**config.mk**
```make
export PLATFORM = sky130hd
export DESIGN_NAME = four_bit_adder
export DESIGN_NICKNAME = d
export VERILOG_FILES = /design/src/rtl/four_bit_adder_pkg.sv /design/src/rtl/four_bit_adder_full_adder.sv /design/src/rtl/four_bit_adder.sv
export SDC_FILE = /design/constraint.sdc
export NUM_CORES = 1
export LEC_CHECK = 0
export CAP_MARGIN = 15
export CORE_AREA = 2 2 39 41
export CTS_CLUSTER_DIAMETER = 30
export CTS_CLUSTER_SIZE = 10
export DETAILED_ROUTE_END_ITERATION = 8
export DIE_AREA = 0 0 41 43
export GPL_TIMING_DRIVEN = 0
export PLACE_DENSITY_LB_ADDON = 0.3
export SYNTH_ARGS = -nofsm -noshare
export SYNTH_HDL_FRONTEND = slang
export SYNTH_SLANG_ARGS = --single-unit
```
**constraint.sdc**
```tcl
create_clock -name clk -period 0.9 [get_ports clk]
set_input_delay 0.09 -clock clk [delete_from_list [all_inputs] [get_ports clk]]
set_output_delay 0.09 -clock clk [all_outputs]
set_load 0.05 [all_outputs]
```
**src/rtl/four_bit_adder_pkg.sv**
```systemverilog
// ============================================================================
// Module      : four_bit_adder_pkg
// Description : Shared constants for the registered ripple-carry adder.
// Revision    : 1.0 - initial release
// ============================================================================
`default_nettype none

package four_bit_adder_pkg;

    localparam int ADDER_WIDTH = 4;

endpackage : four_bit_adder_pkg

`default_nettype wire

```
**src/rtl/four_bit_adder_full_adder.sv**
```systemverilog
// ============================================================================
// Module      : full_adder
// Description : One-bit combinational full-adder cell for the ripple chain.
// Revision    : 1.0 - initial release
// ============================================================================
`default_nettype none

module full_adder (
    input  logic a,
    input  logic b,
    input  logic cin,
    output logic s,
    output logic cout
);

    logic w_half;

    assign w_half = a ^ b;
    assign s      = w_half ^ cin;
    assign cout   = (a & b) | (cin & w_half);

endmodule : full_adder

`default_nettype wire

```
**src/rtl/four_bit_adder.sv**
```systemverilog
// ============================================================================
// Module      : four_bit_adder
// Description : WIDTH-bit ripple-carry adder with registered sum, carry, valid.
// Revision    : 1.0 - initial release
// ============================================================================
`default_nettype none

module four_bit_adder
    import four_bit_adder_pkg::*;
#(
    parameter int WIDTH = ADDER_WIDTH
) (
    input  logic             clk,
    input  logic             rst_n,
    input  logic [WIDTH-1:0] A,
    input  logic [WIDTH-1:0] B,
    input  logic             Cin,
    input  logic             in_valid,
    output logic [WIDTH-1:0] Y,
    output logic             C,
    output logic             out_valid
);

    logic [WIDTH:0]   w_carry;
    logic [WIDTH-1:0] w_sum;

    logic [WIDTH-1:0] r_y;
    logic             r_c;
    logic             r_valid;

    assign w_carry[0] = Cin;

    generate
        for (genvar i = 0; i < WIDTH; i++) begin : g_cell
            full_adder u_fa (
                .a    (A[i]),
                .b    (B[i]),
                .cin  (w_carry[i]),
                .s    (w_sum[i]),
                .cout (w_carry[i+1])
            );
        end
    endgenerate

    // Sum/carry only load when qualified, so idle-cycle operand garbage never reaches the outputs
    always_ff @(posedge clk or negedge rst_n) begin
        if (!rst_n) begin
            r_y     <= '0;
            r_c     <= 1'b0;
            r_valid <= 1'b0;
        end else begin
            r_valid <= in_valid;
            if (in_valid) begin
                r_y <= w_sum;
                r_c <= w_carry[WIDTH];
            end
        end
    end

    assign Y         = r_y;
    assign C         = r_c;
    assign out_valid = r_valid;

endmodule : four_bit_adder

`default_nettype wire

```
==> metrics.md, run 1 <==
| Metric | Value |
|---|---|
| CTS tree | `done` |
| Die height | `43 microns` |
| Final ANT Viol Nets | `0` |
| Dpl hpwl | `479 microns` |
| Ranking of synthesized cells by area | `dfrtp_1 (46%), fa_1 (24%), inv_1 (9.1%)` |
| CP cell instances | `buf_6 -> inv_4 -> fa_2 -> inv_2 -> fa_2 -> fa_2 -> inv_2 -> fa_1 -> a21oi_2` |
| Vias in the first global route | `285` |
| NetSw | `0.362 mW` |
| Hold WS | `108 ps` |
| Fin crit period | `1550 ps` |
| #FFs+latches synth | `6` |
| Worst EP required | `1060 ps` |
| Max-Slew Margin vs Limit | `80.0%` |
| Layout cells sized above 1 | `52.2%` |
| Worst-path maximum fanout | `1` |
| Pwr dens | `1790 nW/um^2` |
| Sink Count | `6` |
| Row cnt | `14` |
| Fin area | `572 sq um` |
| Class of the worst hold path | `primary input to async pin` |
| I/O pins | `18` |
| Most common cell in the synthesized netlist | `inv_1` |
| Layout area overhead | `73.8%` |
| CTS Buf Count | `3` |
| Seq/Total Area, Yosys | `45.6%` |
| Pre-antenna DRT Iters | `1` |
| Leading area contributor after synthesis | `dfrtp_1` |
| Yosys top cell area share | `45.6%` |
| Initial Util | `23.8%` |
| Final setup vio count | `4` |
| Core box area | `1380 sq um` |
| Nets | `64` |
| Status | `finished with violations` |
| Worst Path Buf+Inv | `4` |
| Comb power frac | `43.1%` |
| Syn avg cell area | `12.7 sq um` |
| GRT overflow | `0` |
| Async SR Flop Fraction | `100%` |
| Tcrit/Tclk final | `173%` |
| Final Wtd Congestion | `0.597` |
| Synthesized cell area | `329 sq um` |
| Antenna Cells | `0` |
| Cell family with most CP delay | `adder cells` |
| Worst vdd ir | `0.718 mV` |
| Synth cell types | `8` |
| Largest net degree at the start of global routing | `8` |
| Wirelength, routed | `592 microns` |
| Most common flop cell mapped by yosys | `dfrtp_1` |
| Sequential share of power | `33.9%` |
| Failing checks | `setup timing` |
| Post-Synthesis Cells | `26` |
| Routed WL per cell | `9.55 microns` |
| Die X | `41 microns` |
| EDFF count, synth | `0` |
| Slowest cell on the critical path | `fa_1` |
| Total track usage | `9.85%` |
| CP max stage delay | `410 ps` |
| Max Cap Viol | `0` |
| Int Pwr | `0.662 mW` |
| Clock root buffer | `clkbuf_4` |
| Fmax | `644 MHz` |
| Setup crit end kind | `flop` |
| Worst Clk Skew | `0 ps` |
| Skew-Pair Late Insertion Delay | `230 ps` |
| Die Area | `1760 sq um` |
| Final Hold Fails | `0` |
| # Post-CTS Setup Buffers | `0` |
| Max-slew violations | `0` |
| Final Core Density | `41.3%` |
| IO buf count | `17` |
| RSZ-0062 raised after global routing | `yes` |
| Yosys warns | `0` |
| Slew @ Worst Pin | `299 ps` |
| First-pass GRT wire length | `1130 microns` |
| Vias/cell | `3.98` |
| Via count | `247` |
| Crit-path most repeated cell | `fa_2` |
| Clock Tree Buf Depth | `2` |
| Fillers | `141` |
| H-tree levels | `1` |
| Clock power share | `23.0%` |
| Worst setup SP type | `primary input` |
| Post-synthesis net count | `42` |
| Critical path class | `primary input to flop` |
| Final WS setup | `-654 ps` |
| Drt drc | `0` |
| Switching Fraction | `35.4%` |
| Initial antenna violation count | `0` |
| Top cells by count, synth | `inv_1 (8), dfrtp_1 (6), fa_1 (4)` |
| P_leak | `0.273 nW` |
| Reg clk slew, reported paths | `40 ps` |
| Placed inst area | `534 sq um` |
| Total power | `1.02 mW` |
| Worst EP arrival | `1720 ps` |
| DR iter-0 viols | `0` |
-- state kept, by name, indices dropped and copies added (netlist names) --
name,cells
C,1
Y,4
out_valid,1
-- timing repair --
item | in CTS | in global routing
setup endpoints to repair | 11 | 6
pin swaps | 5 | 5
resized for setup | 60 | 4
hold buffers | 0 | 0
-- through the flow --
step / std cells / setup TNS [ps] / setup WS (ps)
detailed placement: 59 / -7220 / -1370
CTS: 62 / -2050 / -751
global route: 62 / -2080 / -735
floorplan: 26 / -2310 / -748
finish: 62 / -1830 / -654
global placement: 59 / -7190 / -1330
-- routing by layer --
| metal | wire [microns] | global-route usage [%] | up-vias | share of wire, % |
|---|---|---|---|---|
| li1 | - | - | 114 | - |
| met1 | 219 | 12.0 | 122 | 37 |
| met2 | 321 | 15.3 | 11 | 54 |
| met3 | 51 | 4.71 | 0 | 8.6 |
| met4 | 0 | 2.00 | 0 | 0 |
| met5 | 0 | 0 | - | 0 |
-- cells by family (layout without fill, tap and decap cells) --
group | after synthesis | in the layout | share of synthesized area, %
flip-flops | 6 | 6 | 45.6
adder cells (fa/ha/maj) | 4 | 4 | 24.3
multiplexers | 3 | 3 | 12.2
AND/OR/NAND/NOR | 2 | 2 | 2.28
AO/OA/AOI/OAI | 2 | 2 | 3.04
buffers and inverters | 9 | 29 | 12.5
-- worst paths after layout --
| path | start | endpoint | slack [ps] | cells after the start |
|---|---|---|---|---|
| max | B[0] | Y[3] | -650 | 9 |
| min | rst_n | Y[1] | 110 | 1 |
| max reg2reg | Y[2] | Y[2] | 130 | 1 |
| min reg2reg | Y[1] | Y[1] | 530 | 1 |
| max in group asynchronous | rst_n | Y[3] | 560 | 1 |
| min in group clk | A[0] | Y[0] | 270 | 4 |
-- cell usage in the layout (no fill, tap or decap), drive strengths merged --
master	count
buf	10
inv	8
dfrtp	6
clkdlybuf4s50	6
fa	4
clkbuf	3
nor2	2
mux2	2
dlygate4sd2	2
a21oi	2
mux2i	1
-- cell type report --
class,count,area (sq um),area share (%)
buffer,1,11.3,1.97
clock buffer,3,22.5,3.94
tap,16,20.0,3.50
multi-input combinational,11,149,26.0
timing repair buffer,17,179,31.3
inverter,8,40.0,7.00
sequential,6,150,26.3
-- power by group through the flow --
stage          clock network (mW)  registers, mW  logic [mW]
2_1_floorplan                   0          0.502      0.0976
3_3_place_gp                    0          0.345       0.424
3_5_place_dp                    0          0.341       0.428
4_1_cts                     0.254          0.347       0.442
5_1_grt                     0.268          0.352       0.481
6_report                    0.235          0.347       0.441
Power figures use the tool's default switching activity.
==> run 2: changes to the inputs <==
Settings changed: CAP_MARGIN 15 to 20, MAX_ROUTING_LAYER set to met4, RECOVER_POWER set to 25.
==> run 2 against run 1 <==
Net effect:
- the flow still finishes with violations (setup timing)
- global-route usage grew 0.25 points
- largest cell class unchanged
- worst hold slack gained 71 ps
- sequential power hardly changed
- non-clock buffer count stayed put
- cell count stayed put
- routed wire length stayed put
- maximum frequency stayed put
- core utilization unchanged
- design area did not move
- power hardly changed
- clock power hardly changed
==> metrics.md, run 2 (synthesized netlist as in run 1, its figures left out) <==
| Metric | Value |
|---|---|
| Routed WL per cell | `9.55 microns` |
| Final Wtd Congestion | `0.600` |
| Wirelength, routed | `592 microns` |
| Final Core Density | `41.3%` |
| Final Hold Fails | `0` |
| Most common cell after layout, fill and taps aside | `buf_6` |
| Antenna Cells | `0` |
| Setup crit end kind | `flop` |
| Skew-Pair Late Insertion Delay | `230 ps` |
| Critical path class | `primary input to flop` |
| R2R cell count | `1` |
| First-pass GRT wire length | `1130 microns` |
| Die height | `43 microns` |
| Vias in the first global route | `285` |
| Vias/cell | `3.97` |
| Fillers | `141` |
| Reg2reg setup slack | `130 ps` |
| P_leak | `0.273 nW` |
| Setup TNS | `-1830 ps` |
| Fin crit period | `1550 ps` |
| Core box area | `1380 sq um` |
| Dpl hpwl | `479 microns` |
| RSZ-0062 raised after global routing | `yes` |
| Slew @ Worst Pin | `304 ps` |
| Worst vdd ir | `0.717 mV` |
| Post-route non-filler standard cell count | `62` |
| GRT overflow | `0` |
| Final ANT Viol Nets | `0` |
| Pwr dens | `1790 nW/um^2` |
| Layout area overhead | `73.8%` |
| Layout cells sized above 1 | `52.2%` |
| Hold Buf Count CTS | `0` |
| Max Cap Viol | `0` |
| Total power | `1.02 mW` |
| Fmax | `644 MHz` |
| Final WS setup | `-654 ps` |
| I/O pins | `18` |
| Drt drc | `0` |
| Worst Clk Skew | `0 ps` |
| Failing checks | `setup timing` |
| CTS tree | `done` |
| Initial antenna violation count | `0` |
| Largest net degree at the start of global routing | `8` |
| H-tree levels | `1` |
| Nets | `64` |
| Max reg flops | `4` |
| Inst Count DP | `59` |
| Most frequent cells in the layout | `buf_6 (8), dfrtp_1 (6), clkdlybuf4s50_1 (5)` |
| Status | `finished with violations` |
| Tcrit/Tclk final | `173%` |
| R2r startpoint | `Y[2]` |
| Clock Tree Buf Depth | `2` |
| Max-slew violations | `0` |
| Sink Count | `6` |
| Initial Util | `23.8%` |
| Total track usage | `10.1%` |
| Final setup vio count | `4` |
| Worst EP required | `1060 ps` |
| DR iter-0 viols | `0` |
| Reg clk slew, reported paths | `40 ps` |
| Via count | `246` |
| Pre-antenna DRT Iters | `1` |
| CTS Buf Count | `3` |
| Row cnt | `14` |
| Worst r2r dst | `Y[2]` |
| Worst setup SP type | `primary input` |
| Worst-path maximum fanout | `1` |
| Clock root buffer | `clkbuf_4` |
| Die Area | `1760 sq um` |
| Worst EP arrival | `1720 ps` |
| IO buf count | `17` |
| Class of the worst hold path | `primary input to async pin` |
| Max-Slew Margin vs Limit | `79.6%` |
| Die X | `41 microns` |
[run 2: cell count changes in the layout (fill, tap and decap cells not counted)]
| cell | previous run | this run |
|---|---|---|
| clkdlybuf4s50_1 | 6 | 5 |
| dlygate4sd3_1 | 0 | 1 |
[run 2: worst max-delay path by stage]
stage          startpoint    to  slack [ps]  depth (start not counted)
2_1_floorplan         Cin  Y[3]        -750                          8
3_3_place_gp         A[0]  Y[3]       -1330                          9
3_5_place_dp         A[0]  Y[3]       -1370                          9
4_1_cts              A[0]  Y[3]        -750                          9
5_1_grt              B[0]  Y[3]        -730                          9
6_report             B[0]  Y[3]        -650                          9
[run 2: through the flow]
step           instance area (sq um)  setup slack, ps  hold WS (ps)
2_1_floorplan                    344             -748          -206
3_3_place_gp                     534            -1330           352
3_5_place_dp                     534            -1370           360
4_1_cts                          563             -751           107
5_1_grt                          572             -735           183
6_report                         572             -654           179
[run 2: per-layer routing]
layer	global-route usage, %	share of wire (%)	vias up
met4	2.00	0	0
met2	15.3	54	11
li1	-	-	114
met3	4.71	8.6	0
met1	12.0	37	121
met5	-	0	-
[run 2: area by class of cell]
cell class | count | area, sq um | area share [%]
Timing Repair Buffer | 17 | 179 | 31.3
Sequential cell | 6 | 150 | 26.3
Multi-Input combinational cell | 11 | 149 | 26.0
Inverter | 8 | 40.0 | 7.00
Clock buffer | 3 | 22.5 | 3.94
Tap cell | 16 | 20.0 | 3.50
Buffer | 1 | 11.3 | 1.97
[run 2: where the power goes]
| group | internal, mW | switching [mW] | total, mW |
|---|---|---|---|
| combinational | 0.195 | 0.245 | 0.440 |
| clock | 0.150 | 0.0853 | 0.235 |
| sequential | 0.316 | 0.0314 | 0.348 |
[run 2: worst max-delay path, stage by stage]
cell,delay (ps)
buf_6,100
inv_4,40
fa_2,190
inv_2,40
fa_2,330
fa_2,340
inv_2,60
fa_1,410
a21oi_2,130
[run 2: what timing repair did]
item	4_1_cts	5_1_grt
setup buffers	0	0
endpoints found under the setup margin	11	6
cloned	0	0
gates resized for setup	60	4
endpoints found under the hold margin	0	0
pin swaps	5	5
==> run 3: changes to the inputs <==
Settings changed: GPL_TIMING_DRIVEN 0 to not set.
==> run 3 against run 2 <==
Net effect:
- die area unchanged
- critical endpoint unchanged
- clock-buffer cell count unchanged
- combinational power up 18%
- clock skew unchanged
- first-iteration DRC count unchanged
- highest routed layer is now met4
- cell count unchanged
- maximum frequency up 0.67%
- largest power group unchanged
- largest cell class unchanged
- critical path type unchanged
- the flow still finishes with violations (setup timing)
- sequential share of layout area down 2.1 points
==> metrics.md, run 3 (synthesized netlist as in run 1, its figures left out) <==
| Metric | Value |
|---|---|
| Status | `finished with violations` |
| Failing checks | `setup timing` |
| Routed WL per cell | `9.44 microns` |
| Worst Clk Skew | `0 ps` |
| Drt drc | `0` |
| Die Area | `1760 sq um` |
| Layout cells sized above 1 | `50.0%` |
| Crit-path most repeated cell | `fa_2` |
| Most frequent cells in the layout | `dfrtp_1 (6), buf_12 (6), clkdlybuf4s50_1 (5)` |
| CTS tree | `done` |
| Vias in the first global route | `263` |
| Vias/cell | `3.76` |
| IO buf count | `17` |
| Wirelength, routed | `585 microns` |
| CP cell instances | `buf_8 -> inv_8 -> fa_2 -> inv_2 -> fa_2 -> fa_2 -> inv_2 -> fa_1 -> a21oi_1` |
| Max-slew violations | `0` |
| RSZ-0062 raised after global routing | `yes` |
| Max-Slew Margin vs Limit | `80.2%` |
| Skew-Pair Late Insertion Delay | `240 ps` |
| Sink Count | `6` |
| Post-place setup slack | `-1350 ps` |
| Core box area | `1380 sq um` |
| Worst EP required | `1060 ps` |
| Int Pwr | `0.742 mW` |
| H-tree levels | `1` |
| Hold Buf Count CTS | `0` |
| Max Used Layer | `met4` |
| Row cnt | `14` |
| Critical path class | `primary input to flop` |
| Die height | `43 microns` |
| Final Hold Fails | `0` |
| Worst-path maximum fanout | `1` |
| Fmax | `648 MHz` |
| Initial Util | `23.8%` |
| Inst Count DP | `59` |
| Die X | `41 microns` |
| Footprint of the multi-input gates | `145 sq um` |
| Tcrit/Tclk final | `171%` |
| Nets | `64` |
| Antenna Cells | `0` |
| CTS Buf Count | `3` |
| Setup TNS | `-1840 ps` |
| Storage cell area | `150 sq um` |
| CP max stage delay | `400 ps` |
| Class of the worst hold path | `primary input to async pin` |
| Sequential share of power | `32.3%` |
| Comb power frac | `45.9%` |
| Max Cap Viol | `0` |
| First-pass GRT wire length | `1040 microns` |
| # Post-CTS Setup Buffers | `0` |
| Fin crit period | `1540 ps` |
| Largest net degree at the start of global routing | `7` |
| Max reg flops | `4` |
| Worst EP arrival | `1710 ps` |
| Met2 routed WL | `300 microns` |
| Post-route non-filler standard cell count | `62` |
| GRT overflow | `0` |
| Total track usage | `9.81%` |
| Via count | `233` |
| Worst vdd ir | `0.722 mV` |
| DR iter-0 viols | `0` |
| Switching Fraction | `34.2%` |
| Pre-antenna DRT Iters | `1` |
| Final Wtd Congestion | `0.626` |
| Met3 wire length | `54 microns` |
| Fillers | `137` |
| I/O pins | `18` |
| Reg clk slew, reported paths | `50 ps` |
| Setup crit end kind | `flop` |
| Clock root buffer | `clkbuf_4` |
| Pwr dens | `1820 nW/um^2` |
| Final setup vio count | `4` |
| Post-Route M1 WL | `220 microns` |
| Clock Tree Buf Depth | `2` |
| NetSw | `0.385 mW` |
| Clock power share | `21.7%` |
| P_leak | `0.293 nW` |
| Slowest cell on the critical path | `fa_1` |
| Dpl hpwl | `506 microns` |
| Final WS setup | `-643 ps` |
| Layout area overhead | `88.6%` |
| Initial antenna violation count | `0` |
| Slew @ Worst Pin | `296 ps` |
| Worst setup SP type | `primary input` |
| Final ANT Viol Nets | `0` |
## run 3: cell counts in the layout (fill, tap and decap cells not counted)
No cell type changed its count.
## run 3: layout make-up
| type | instances | area share (%) |
|---|---|---|
| tap | 16 | 3.23 |
| multi-input combinational | 11 | 23.4 |
| clock buffer | 3 | 3.63 |
| inverter | 8 | 6.45 |
| sequential | 6 | 24.2 |
| timing repair buffer | 18 | 39.1 |
## run 3: worst max-delay path, delay by kind of cell
| family | cells | cell delay, ps |
|---|---|---|
| adder cells (fa/ha/maj) | 4 | 1260 |
| AO/OA/AOI/OAI | 1 | 130 |
| buffers and inverters | 4 | 240 |
## run 3: power groups by stage
stage                     sequential, mW  combinational [mW]  clock (mW)
after floorplan                    0.502              0.0976           0
after global routing               0.370               0.552       0.278
after detailed placement           0.369               0.520           0
final                              0.364               0.518       0.245
after CTS                          0.366               0.526       0.266
after global placement             0.370               0.518           0
## run 3: worst paths after layout
check / startpoint / to / slack [ps] / depth (start not counted)
worst max-delay path: A[0] / Y[3] / -640 / 9
worst min-delay path: rst_n / Y[0] / 160 / 1
worst max register to register: Y[2] / Y[2] / 100 / 1
worst min register to register: C / C / 570 / 2
max in group asynchronous: rst_n / C / 500 / 1
min in group clk: Cin / Y[0] / 260 / 4
## run 3: timing repair
action | in CTS | in global routing
endpoints found under the setup margin | 10 | 9
endpoints found under the hold margin | 0 | 0
pin swaps | 5 | 5
resized for setup | 20 | 1
## run 3: through the flow
step	hold WS [ps]	util (%)	instance area (sq um)	total power [mW]
6_report	165	44.8	621	1.13
5_1_grt	176	44.8	621	1.20
4_1_cts	90.8	44.7	618	1.16
3_5_place_dp	359	42.7	591	0.890
3_3_place_gp	347	42.7	591	0.888
2_1_floorplan	-206	-	344	0.599
## run 3: routing by layer
metal,GRT usage (%),up-vias
met4,8.00,0
met5,-,-
met1,11.1,106
li1,-,114
met2,12.5,11
met3,4.71,2
